## src/rtl/conv_layer_ctrl.sv

```systemverilog
`default_nettype none
// ============================================================================
// Module   : conv_layer_ctrl
// Purpose  : Control sequencer for one CNN convolution layer. For each output
//            channel it loads the kernel into the weight buffer, then walks all
//            output pixels. Every pixel issues one feature-map/weight read per
//            kernel tap, drives MAC enables aligned to the returning read data
//            and hands the accumulated pixel to the writer over valid/ready.
// Ports    : clk                 rising-edge clock
//            rst                 asynchronous active-low reset
//            transmission_start  start pulse, honoured only while idle
//            w_in_valid/ready    weight loader handshake
//            w_wr_en/w_wr_addr   weight buffer write port
//            pix_rd_en/pix_addr  feature-map read port (data one cycle later)
//            w_rd_addr           weight buffer read address, paired with pix_rd_en
//            mac_clr/en/last     MAC controls aligned with the read data
//            out_valid/ready     output writer handshake, out_addr = pixel slot
//            busy                high whenever a layer is in progress
//            done                one-cycle pulse when the layer completes
// Revision : 1.0  initial release
// ============================================================================
module conv_layer_ctrl #(
    parameter int IMG_W  = 28,
    parameter int IMG_H  = 28,
    parameter int KSIZE  = 3,
    parameter int STRIDE = 1,
    parameter int IN_CH  = 1,
    parameter int OUT_CH = 4,
    parameter int ADDR_W = 16
) (
    input  logic              clk,
    input  logic              rst,
    input  logic              transmission_start,
    input  logic              w_in_valid,
    output logic              w_in_ready,
    output logic              w_wr_en,
    output logic [ADDR_W-1:0] w_wr_addr,
    output logic              pix_rd_en,
    output logic [ADDR_W-1:0] pix_addr,
    output logic [ADDR_W-1:0] w_rd_addr,
    output logic              mac_clr,
    output logic              mac_en,
    output logic              mac_last,
    output logic              out_valid,
    input  logic              out_ready,
    output logic [ADDR_W-1:0] out_addr,
    output logic              busy,
    output logic              done
);

    // ------------------------------------------------------------------
    // Derived geometry
    // ------------------------------------------------------------------
    localparam int OUT_W = (IMG_W - KSIZE) / STRIDE + 1;
    localparam int OUT_H = (IMG_H - KSIZE) / STRIDE + 1;
    localparam int NTAP  = KSIZE * KSIZE * IN_CH;

    // Counter widths; a single-value counter still needs one bit.
    localparam int K_W  = (KSIZE  > 1) ? $clog2(KSIZE)  : 1;
    localparam int IC_W = (IN_CH  > 1) ? $clog2(IN_CH)  : 1;
    localparam int OX_W = (OUT_W  > 1) ? $clog2(OUT_W)  : 1;
    localparam int OY_W = (OUT_H  > 1) ? $clog2(OUT_H)  : 1;
    localparam int OC_W = (OUT_CH > 1) ? $clog2(OUT_CH) : 1;
    localparam int WA_W = (NTAP   > 1) ? $clog2(NTAP)   : 1;

    // Terminal counts
    localparam logic [K_W-1:0]  K_LAST  = K_W'(KSIZE - 1);
    localparam logic [IC_W-1:0] IC_LAST = IC_W'(IN_CH - 1);
    localparam logic [OX_W-1:0] OX_LAST = OX_W'(OUT_W - 1);
    localparam logic [OY_W-1:0] OY_LAST = OY_W'(OUT_H - 1);
    localparam logic [OC_W-1:0] OC_LAST = OC_W'(OUT_CH - 1);
    localparam logic [WA_W-1:0] WA_LAST = WA_W'(NTAP - 1);

    // Address-arithmetic constants, pre-truncated to the address width
    localparam logic [ADDR_W-1:0] A_IMG_W   = ADDR_W'(IMG_W);
    localparam logic [ADDR_W-1:0] A_PLANE   = ADDR_W'(IMG_W * IMG_H);
    localparam logic [ADDR_W-1:0] A_STRIDE  = ADDR_W'(STRIDE);
    localparam logic [ADDR_W-1:0] A_KSIZE   = ADDR_W'(KSIZE);
    localparam logic [ADDR_W-1:0] A_OUT_W   = ADDR_W'(OUT_W);
    localparam logic [ADDR_W-1:0] A_OUT_PIX = ADDR_W'(OUT_W * OUT_H);

    // ------------------------------------------------------------------
    // State machine
    // ------------------------------------------------------------------
    typedef enum logic [2:0] {
        S_IDLE   = 3'd0,
        S_LOAD_W = 3'd1,
        S_CONV   = 3'd2,
        S_DRAIN  = 3'd3,
        S_OUTPUT = 3'd4,
        S_DONE   = 3'd5
    } state_t;

    state_t            state_q, state_d;
    logic [OC_W-1:0]   oc_q, oc_d;
    logic [OY_W-1:0]   oy_q, oy_d;
    logic [OX_W-1:0]   ox_q, ox_d;
    logic [IC_W-1:0]   ic_q, ic_d;
    logic [K_W-1:0]    ky_q, ky_d;
    logic [K_W-1:0]    kx_q, kx_d;
    logic [WA_W-1:0]   wa_q, wa_d;

    // One-cycle delay pipe so MAC controls line up with read data
    logic              rd_q, rd_d;
    logic              first_q, first_d;
    logic              last_q, last_d;

    logic              tap_first;
    logic              tap_last;
    logic              pix_last_col;
    logic              pix_last_row;

    always_ff @(posedge clk or negedge rst) begin
        if (!rst) begin
            state_q <= S_IDLE;
            oc_q    <= '0;
            oy_q    <= '0;
            ox_q    <= '0;
            ic_q    <= '0;
            ky_q    <= '0;
            kx_q    <= '0;
            wa_q    <= '0;
            rd_q    <= 1'b0;
            first_q <= 1'b0;
            last_q  <= 1'b0;
        end else begin
            state_q <= state_d;
            oc_q    <= oc_d;
            oy_q    <= oy_d;
            ox_q    <= ox_d;
            ic_q    <= ic_d;
            ky_q    <= ky_d;
            kx_q    <= kx_d;
            wa_q    <= wa_d;
            rd_q    <= rd_d;
            first_q <= first_d;
            last_q  <= last_d;
        end
    end

    always_comb begin
        state_d      = state_q;
        oc_d         = oc_q;
        oy_d         = oy_q;
        ox_d         = ox_q;
        ic_d         = ic_q;
        ky_d         = ky_q;
        kx_d         = kx_q;
        wa_d         = wa_q;
        w_in_ready   = 1'b0;
        w_wr_en      = 1'b0;
        pix_rd_en    = 1'b0;
        out_valid    = 1'b0;
        done         = 1'b0;

        tap_first    = (kx_q == '0) && (ky_q == '0) && (ic_q == '0);
        tap_last     = (kx_q == K_LAST) && (ky_q == K_LAST) && (ic_q == IC_LAST);
        pix_last_col = (ox_q == OX_LAST);
        pix_last_row = (oy_q == OY_LAST);

        case (state_q)
            S_IDLE: begin
                if (transmission_start) begin
                    state_d = S_LOAD_W;
                    oc_d    = '0;
                    oy_d    = '0;
                    ox_d    = '0;
                    ic_d    = '0;
                    ky_d    = '0;
                    kx_d    = '0;
                    wa_d    = '0;
                end
            end

            S_LOAD_W: begin
                w_in_ready = 1'b1;
                w_wr_en    = w_in_valid;
                if (w_in_valid) begin
                    if (wa_q == WA_LAST) begin
                        // Kernel complete: rewind the write pointer for the
                        // next channel and start at the first window.
                        wa_d    = '0;
                        oy_d    = '0;
                        ox_d    = '0;
                        ic_d    = '0;
                        ky_d    = '0;
                        kx_d    = '0;
                        state_d = S_CONV;
                    end else begin
                        wa_d = wa_q + WA_W'(1);
                    end
                end
            end

            S_CONV: begin
                pix_rd_en = 1'b1;
                // Tap order: kx fastest, then ky, then ic. All three wrap to
                // zero together on the final tap, ready for the next window.
                if (kx_q != K_LAST) begin
                    kx_d = kx_q + K_W'(1);
                end else begin
                    kx_d = '0;
                    if (ky_q != K_LAST) begin
                        ky_d = ky_q + K_W'(1);
                    end else begin
                        ky_d = '0;
                        ic_d = (ic_q == IC_LAST) ? '0 : ic_q + IC_W'(1);
                    end
                end
                if (tap_last) begin
                    state_d = S_DRAIN;
                end
            end

            S_DRAIN: begin
                // Last tap's data is at the MAC this cycle.
                state_d = S_OUTPUT;
            end

            S_OUTPUT: begin
                out_valid = 1'b1;
                if (out_ready) begin
                    if (pix_last_col) begin
                        ox_d = '0;
                        oy_d = pix_last_row ? '0 : oy_q + OY_W'(1);
                    end else begin
                        ox_d = ox_q + OX_W'(1);
                    end

                    if (pix_last_col && pix_last_row) begin
                        if (oc_q == OC_LAST) begin
                            state_d = S_DONE;
                        end else begin
                            oc_d    = oc_q + OC_W'(1);
                            wa_d    = '0;
                            state_d = S_LOAD_W;
                        end
                    end else begin
                        state_d = S_CONV;
                    end
                end
            end

            S_DONE: begin
                done    = 1'b1;
                oc_d    = '0;
                state_d = S_IDLE;
            end

            default: begin
                state_d = S_IDLE;
            end
        endcase

        rd_d    = pix_rd_en;
        first_d = pix_rd_en & tap_first;
        last_d  = pix_rd_en & tap_last;
    end

    // ------------------------------------------------------------------
    // Outputs
    // ------------------------------------------------------------------
    assign busy     = (state_q != S_IDLE);
    assign mac_en   = rd_q;
    assign mac_clr  = first_q;
    assign mac_last = last_q;

    assign w_wr_addr = ADDR_W'(wa_q);

    assign pix_addr  = A_PLANE * ADDR_W'(ic_q)
                     + (ADDR_W'(oy_q) * A_STRIDE + ADDR_W'(ky_q)) * A_IMG_W
                     + ADDR_W'(ox_q) * A_STRIDE + ADDR_W'(kx_q);

    assign w_rd_addr = (ADDR_W'(ic_q) * A_KSIZE + ADDR_W'(ky_q)) * A_KSIZE
                     + ADDR_W'(kx_q);

    assign out_addr  = A_OUT_PIX * ADDR_W'(oc_q)
                     + ADDR_W'(oy_q) * A_OUT_W + ADDR_W'(ox_q);

endmodule
`default_nettype wire

```

## config.mk

```make
export PLATFORM = sky130hd
export DESIGN_NAME = conv_layer_ctrl
export DESIGN_NICKNAME = d
export VERILOG_FILES = /design/src/rtl/conv_layer_ctrl.sv
export SDC_FILE = /design/constraint.sdc
export NUM_CORES = 1
export LEC_CHECK = 0
export ABC_AREA = 1
export BUFFER_PORTS_ARGS = -buffer_cell sky130_fd_sc_hd__buf_2
export CAP_MARGIN = 15
export CORE_MARGIN = 1.5
export CORE_UTILIZATION = 35
export CTS_BUF_LIST = sky130_fd_sc_hd__clkbuf_2 sky130_fd_sc_hd__clkbuf_4 sky130_fd_sc_hd__clkbuf_8
export CTS_CLUSTER_DIAMETER = 80
export DETAILED_ROUTE_END_ITERATION = 6
export GPL_ROUTABILITY_DRIVEN = 0
export HOLD_SLACK_MARGIN = 0.03
export SYNTH_ARGS = -nofsm -noshare
export SYNTH_HDL_FRONTEND = slang
export SYNTH_SLANG_ARGS = --single-unit
```

## constraint.sdc

```tcl
create_clock -name clk -period 11.5 [get_ports clk]
set_input_delay 1.15 -clock clk [delete_from_list [all_inputs] [get_ports clk]]
set_output_delay 1.15 -clock clk [all_outputs]
set_load 0.05 [all_outputs]
```

After elaboration in Yosys (flattened, before gate mapping)
Index checks and enable logic that the tools add are counted.
{"block": "word_totals", "ff_bits": 27, "output_inout_bits": 73}
{"block": "op_classes", "eq_ne": 23, "n_mux": 49, "n_bitwise": 3, "reduce_logical": 20, "n_mul": 6, "add_sub_neg": 15}
{"cell": "5-bit 2-to-1 mux", "count": 8}
{"cell": "5-bit case mux with 3 select lines", "count": 2}
{"cell": "4-bit 2-to-1 mux", "count": 6}
{"cell": "2-bit inequality test (second input constant)", "count": 12}
{"cell": "3-bit 2-to-1 mux", "count": 7}
{"cell": "5-bit AND reduction", "count": 4}
{"cell": "2-bit 2-to-1 mux", "count": 9}
{"cell": "2-bit case mux with 3 select lines", "count": 3}
{"cell": "6-bit AND reduction", "count": 3}
{"cell": "3-bit case mux with 5 select lines", "count": 1}
{"cell": "13-bit by 2-bit adder with 14-bit output", "count": 1}
{"cell": "13-bit by 5-bit adder with 14-bit output", "count": 1}
{"cell": "12-bit by 10-bit adder with 13-bit output", "count": 1}
{"cell": "12-bit by 5-bit adder with 13-bit output", "count": 1}
{"cell": "11-bit by 11-bit adder with 12-bit output", "count": 1}
{"cell": "4-bit case mux with 3 select lines", "count": 1}
{"cell": "3-bit nonzero test", "count": 4}
{"cell": "1-bit 2-to-1 mux", "count": 11}
{"cell": "5-bit by 1-bit adder with 5-bit output (second input constant)", "count": 2}
{"cell": "5-bit == test (second input constant)", "count": 2}
{"cell": "8-bit by 2-bit multiplier with 10-bit output (first input constant)", "count": 1}
{"cell": "5-bit by 4-bit multiplier with 9-bit output (second input constant)", "count": 1}
{"cell": "6-bit by 3-bit multiplier with 9-bit output (second input constant)", "count": 1}
{"cell": "6-bit by 2-bit adder with 7-bit output", "count": 1}
{"cell": "other kinds (20)", "count": 32}

Depth between registers and ports, before layout
Gate-level depths: netlist (run 1).
{"block": "logic_depth", "ltp_word": 5, "mapped_depth": 22, "mapped_depth_nobuf": 22}

Least setup slack after synthesis (run 1)
No wires, ideal clock.
{"block": "synth_timing", "path_type": "register to output", "startpoint": "reg oy_q[0]", "endpoint": "out pix_addr[11]", "setup_slack_ps": 5893, "required_ps": 10350, "arrival_ps": 4457, "path_stages_with_launch": 17, "path_cell_list": "dfrtp_1 > ha_1 > inv_1 > fa_1 > xnor2_1 > fa_1 > ha_1 > ha_1 > ha_1 > nand3_1 > nand2_1 > nand2_1 > nand2_1 > nand2_1 > nor2_1 > nand2_1 > nor3_1"}
{"block": "synth_via", "elab_chain_cells": 5}
{"item": "start, declared", "line_no": "96", "text": "logic [OY_W-1:0] oy_q, oy_d;"}
{"item": "start signal, assigned", "line_no": "129", "text": "oy_q <= oy_d;"}
{"item": "5-bit by 2-bit adder with 6-bit output", "line_no": "271", "text": "+ (ADDR_W'(oy_q) * A_STRIDE + ADDR_W'(ky_q)) * A_IMG_W"}
{"item": "6-bit by 3-bit multiplier with 9-bit output", "line_no": "271"}
{"item": "11-bit by 11-bit adder with 12-bit output", "line_no": "271"}
{"item": "12-bit by 5-bit adder with 13-bit output", "line_no": "272", "text": "+ ADDR_W'(ox_q) * A_STRIDE + ADDR_W'(kx_q);"}
{"item": "13-bit by 2-bit adder with 14-bit output", "line_no": "272"}
{"item": "end, declared", "line_no": "39", "text": "output logic [ADDR_W-1:0] pix_addr,"}
Every way passes these cells.

Final worst setup path (run 1)
{"block": "layout_timing", "startpoint": "reg oy_q[0]", "endpoint": "out pix_addr[10]"}
Same word-level chain as after synthesis.

==> results.md, run 1 <==
* Outcome: complete, no violations
* Layout Nets at 623
* WS Path Type: flip-flop to output pin
* Largest net degree at the start of global routing at 27
* Top cell by count, worst path: nand2_1
* Psw at 466 µW
* Worst EP required at 10.35 ns
* R2R depth at 7
* Area occupied by multi-input gates at 2520 µm²
* Commonest cells after routing, fill and taps aside: nand2_1 (107), inv_1 (81), ha_1 (65)
* Initial DRT Pass Iterations at 4
* Synth Register Bits at 26
* Post-CTS Resized at 0
* Final WL at 7290 µm
* Netlist cell types at 33
* Combinational power share at 70.2%
* Setup TNS at 0 ns
* RR Startpoint: oy_q[2]
* Placed insts at 673
* Register area at 651 µm²
* Num ports at 78
* DRT iter0 DRCs at 72
* Top FF cell, synth: dfrtp_1
* Hold Path Cell Cnt at 2
* Hold Fails Final Rpt at 0
* Asr flop ratio synth at 100%
* Top post-synthesis cells by area: ha_1 (22%), dfrtp_1 (18%), nand2_1 (11%), inv_1 (8.4%), buf_4 (6.8%)
* FMAX at 174 MHz
* TritonCTS clock tree: done
* Htree depth at 1
* Int Pwr at 287 µW
* Clock root buffer: clkbuf_8
* Crit-path slowest cell: dfrtp_1
* Post-synth top area share at 22.4%
* CP max FO at 9
* Critical-path cell list: ha_1 > inv_1 > fa_1 > xnor2_1 > fa_1 > ha_1 > inv_1 > fa_1 > inv_1 > ha_1 > nand2_1 > inv_1 > nand2_1 > nand2_1 > a21oi_1 > nor2_1 > nand3_1 > nand2_1 > nand2_1 > buf_2
* Vias in the first global route at 2873
* Cell taking the most area after synthesis: ha_1
* Area grow syn2layout at 8.82%
* Sequential share of the synthesized area at 17.9%
* Power Density at 190 nW/µm²
* Clock Latency Late Sink at 0.27 ns
* Yosys warns at 0
* Reg2Reg Setup Slack at 9.51 ns
* Final cell count without fillers at 677
* Tmin final at 5.75 ns
* Syn Area/Cell at 7.33 µm²
* VDD IR max at 226 µV
* R2R Path End: wa_q[2]
* Hold WC Path Type: flip-flop to flip-flop
* Total GRT Usage at 13.4%
* # setup viols final at 0
* Final core occ at 38.8%
* Layout fillers at 1091
* CP arrival at 4.60 ns
* Post-CTS Hold Fix Bufs at 0
* Slew @ Worst Pin at 0.623 ns
* Leak at 0.00247 µW
* Max Transition Viols Final at 0
* Syn Std Cell Area at 3630 µm²
* Top Family by Delay on Critical Path: adder cells
* RSZ-0062 raised after global routing: false
* Cells after Synth at 496
* Crit start category: flip-flop
* Setup bufs post-CTS at 0
* DIE HEIGHT at 105 µm
* Crit path capture type: output pin
* Maxcap violations at 0
* Vias/cell at 4.54
* First-pass GRT wire length at 12600 µm
* CTS clk-pin slew, worst paths at 0.10 ns
* Hpwl dp at 6090 µm
* Via count at 3072
* Switching share of power at 61.8%
* Grt total ovfl at 0
* Core Rows at 37
* Layout cell share with drive strength beyond 1 at 11.1%
* Clock share of power at 10.4%
* Core area at 10200 µm²
* Post-synth EDFFs at 0
* Starting Density at 35.7%
* Die area at 11000 µm²
* ANT cells at 0
* Reg power frac at 19.4%
* Rel. slew slack at 58.5%
* IO Port Bufs at 45
* Clk buf depth at 2
* CP bufs+invs at 5
* Crit path largest cell delay at 0.53 ns
* Clock skew at 0.00178 ns
* Final hold slack at 0.565 ns
* Residual DRC count at 0
* WHS Endpoint: wa_q[3]
* Avg WL per Cell at 10.8 µm
* CTS buffer count at 3
* Initial antenna violation count at 0
* Final Cycle Share at 50.0%
* Min-delay src: wa_q[3]
* Clock Sinks at 26
* Die X at 105 µm
* Post-route ant nets at 0
* Commonest non-fill, non-tap cell in the layout: nand2_1
==> logic make-up after synthesis <==
family                   count (synthesis)  share of synthesized area, %
adder cells (fa/ha/maj)                 76                          28.4
buffers and inverters                  119                          15.9
flip-flops                              26                          17.9
AND/OR/NAND/NOR                        203                          24.4
XOR/XNOR                                24                          5.79
other                                    1                         0.103
AO/OA/AOI/OAI                           47                          7.40
==> sequential cells by signal, indices dropped and copies added (netlist names) <==
register	flops
ky_q	2
oy_q	5
mac_last	1
oc_q	2
ox_q	5
state_q	3
mac_en	1
mac_clr	1
kx_q	2
wa_q	4
==> synth_stat cells, drive strengths merged (3+ instances only) <==
library cell	number
inv	83
o21bai	3
buf	34
nor3	6
nor2	33
ha	65
nor4	3
o21ai	18
nand3	39
a21oi	20
fa	11
a21o	3
xor2	17
nand4	5
dfrtp	26
nand2	110
nand3b	4
xnor2	7
==> power groups by stage <==
stage / sequential [µW] / clock, µW / combinational [µW]
4_1_cts: 146 / 79.5 / 534
3_3_place_gp: 147 / 0 / 529
6_report: 146 / 78.2 / 529
3_5_place_dp: 148 / 0 / 532
5_1_grt: 150 / 83.8 / 579
2_1_floorplan: 159 / 0 / 433
==> worst max path at each step <==
stage / from / to / slack, ns / cells after the start
2_1_floorplan: oy_q[0] / pix_addr[11] / 5.89 / 16
4_1_cts: oy_q[0] / pix_addr[10] / 5.71 / 20
3_3_place_gp: oy_q[0] / pix_addr[10] / 6.21 / 20
3_5_place_dp: oy_q[0] / pix_addr[10] / 6.05 / 20
5_1_grt: oy_q[0] / pix_addr[10] / 5.34 / 20
6_report: oy_q[0] / pix_addr[10] / 5.75 / 20
==> routing by layer <==
layer  global-route usage, %  vias up  part of all wire [%]
met5                       0        -                     0
met4                    2.84        0                   1.6
met3                    1.31       11                   2.7
met2                    24.2       51                    48
met1                    17.2     1395                    48
li1                        -     1615                     -
==> tightest hold or removal path, stage by stage, from the launching register on <==
cell	delay, ns
dfrtp_1	0.40
nand2_1	0.07
o21ai_0	0.07
==> area by class of cell <==
cell class	count	share of cell area, %
Clock inverter	1	0.759
Sequential cell	26	16.5
Inverter	84	7.97
Tap cell	136	4.30
Multi-Input combinational cell	382	63.8
Timing Repair Buffer	45	5.70
Clock buffer	3	1.04
==> per-stage QoR <==
stage	area [µm²]	total power [µW]	worst slack (ns)
global placement	3880	676	6.21
floorplan	3750	592	5.89
detailed placement	3880	680	6.05
finish	3950	753	5.75
CTS	3950	760	5.71
global route	3950	813	5.34
Power figures use the tool's default switching activity.
==> inputs of run 2 (changes only) <==
- clock period: 11.5 -> 5 ns (I/O delays scaled with it)
==> run 2 against run 1 <==
Compared with the run above: final area is 1.5% higher; worst setup slack got worse by 5.4 ns; wire length fell by 0.81%; via count shrank 0.62%; largest power group unchanged; sequential share of layout area shrank 0.14 points; worst hold slack worse by 0.34 ns; core utilization rose by 0.57 points; critical path type unchanged; combinational power is 130% higher; highest routed layer unchanged; critical path depth did not move; clock skew is 0.013 ns higher; total power up 130%; clock power rose by 130%.
==> results.md, run 2 (same netlist as run 1, synthesis figures left out) <==
* Outcome: complete, no violations
* Starting Density at 35.7%
* Residual DRC count at 0
* Hold Fails Final Rpt at 0
* Leak at 0.00251 µW
* IO Port Bufs at 45
* Max Transition Viols Final at 0
* FMAX at 216 MHz
* Int Pwr at 668 µW
* # setup viols final at 0
* Tmin final at 4.63 ns
* Largest registers: ox_q: 5 flops, oy_q: 5 flops, wa_q: 4 flops
* Switching share of power at 61.7%
* Clock Sinks at 26
* Area occupied by multi-input gates at 2530 µm²
* Layout fillers at 1092
* Total GRT Usage at 13.1%
* Clock skew at 0.0145 ns
* VDD IR max at 425 µV
* Die area at 11000 µm²
* Layout Nets at 628
* Commonest non-fill, non-tap cell in the layout: nand2_1
* RSZ-0062 raised after global routing: false
* Placed cell area at 3910 µm²
* Initial DRT Pass Iterations at 4
* CP arrival at 4.13 ns
* Psw at 1080 µW
* Grt total ovfl at 0
* Crit start category: flip-flop
* Power Density at 435 nW/µm²
* Combinational power share at 70.6%
* First-pass GRT wire length at 12400 µm
* DIE HEIGHT at 105 µm
* Maxcap violations at 0
* Rel. slew slack at 58.7%
* Hpwl dp at 6020 µm
* Clock root buffer: clkbuf_8
* Vias in the first global route at 2790
* Post-CTS Hold Fix Bufs at 0
* Avg WL per Cell at 10.6 µm
* Htree depth at 1
* Crit path largest cell delay at 0.54 ns
* Commonest cells after routing, fill and taps aside: nand2_1 (107), inv_1 (81), ha_1 (65)
* Top Family by Delay on Critical Path: adder cells
* Core area at 10200 µm²
* Crit-path slowest cell: fa_1
* Setup TNS at 0 ns
* Initial antenna violation count at 0
* Final Cycle Share at 92.6%
* Area grow syn2layout at 10.4%
* Core Rows at 37
* Slew @ Worst Pin at 0.620 ns
* Final non-filler cell area at 4010 µm²
* CP bufs+invs at 6
* Final WL at 7230 µm
* Reg power frac at 19.3%
* ANT cells at 0
* DRT iter0 DRCs at 159
* CTS clk-pin slew, worst paths at 0.10 ns
* CTS buffer count at 3
* Critical-path cell list: ha_1 > inv_1 > fa_1 > inv_1 > fa_1 > ha_1 > inv_1 > fa_1 > inv_1 > ha_1 > nand2_1 > inv_1 > nand2_1 > nand2_1 > a21oi_2 > nor2_2 > nand3_1 > nand2_1 > nand2_1 > clkbuf_4
* Vias/cell at 4.48
* Post-route ant nets at 0
* Largest net degree at the start of global routing at 27
* Num ports at 78
* Worst EP required at 4.50 ns
* CP max FO at 5
* Clk buf depth at 2
* Clock share of power at 10.1%
* Hold WC Path Type: input port to asynchronous set/reset pin
* Via count at 3053
* WS Path Type: flip-flop to output pin
* TritonCTS clock tree: done
* Die X at 105 µm
* Crit path capture type: output pin
* Total power at 1740 µW
* Register area at 654 µm²
* Layout cell share with drive strength beyond 1 at 13.0%
* Clock Latency Late Sink at 0.28 ns
* Reg2Reg Setup Slack at 2.96 ns
## run 2: cell type report
class / instances / share of cell area, %
Clock inverter: 1 / 0.749
Clock buffer: 3 / 1.03
Tap cell: 136 / 4.24
Sequential cell: 26 / 16.3
Multi-Input combinational cell: 382 / 63.2
Inverter: 84 / 7.86
Timing Repair Buffer: 50 / 6.61
## run 2: power by group through the flow
stage	sequential, µW	clock (µW)	combinational (µW)
after detailed placement	345	0	1230
final	336	177	1230
after global routing	348	188	1350
after global placement	339	0	1220
after CTS	341	181	1230
after floorplan	366	0	995
## run 2: what timing repair did
item	4_1_cts	5_1_grt
gates cloned	0	0
setup endpoints to repair	1	4
gates resized for setup	1	6
buffers inserted	0	2
## run 2: worst paths after layout
path | start | to | depth (start not counted)
setup / recovery | oy_q[0] | pix_addr[10] | 20
hold / removal | rst | wa_q[3] | 1
setup reg to reg | state_q[2] | oy_q[1] | 8
hold reg to reg | wa_q[3] | wa_q[3] | 2
max in group asynchronous | rst | ky_q[0] | 1
min in group clk | out_ready | state_q[2] | 3
## run 2: metal layers
metal / global-route usage, % / routed length [µm]
met1: 17.4 / 3500
met2: 23.1 / 3450
met3: 1.06 / 202
met4: 2.84 / 74
met5: 0 / 0
## run 2: metrics by stage
stage	cells	utilization [%]	hold slack, ns	setup slack [ns]
after CTS	680	39.1	0.237	0.0533
after floorplan	527	-	0.204	0.0431
after detailed placement	676	38.3	0.549	0.317
final	682	39.4	0.224	0.370
after global routing	682	39.4	0.263	0.00516
after global placement	676	38.3	0.520	0.476
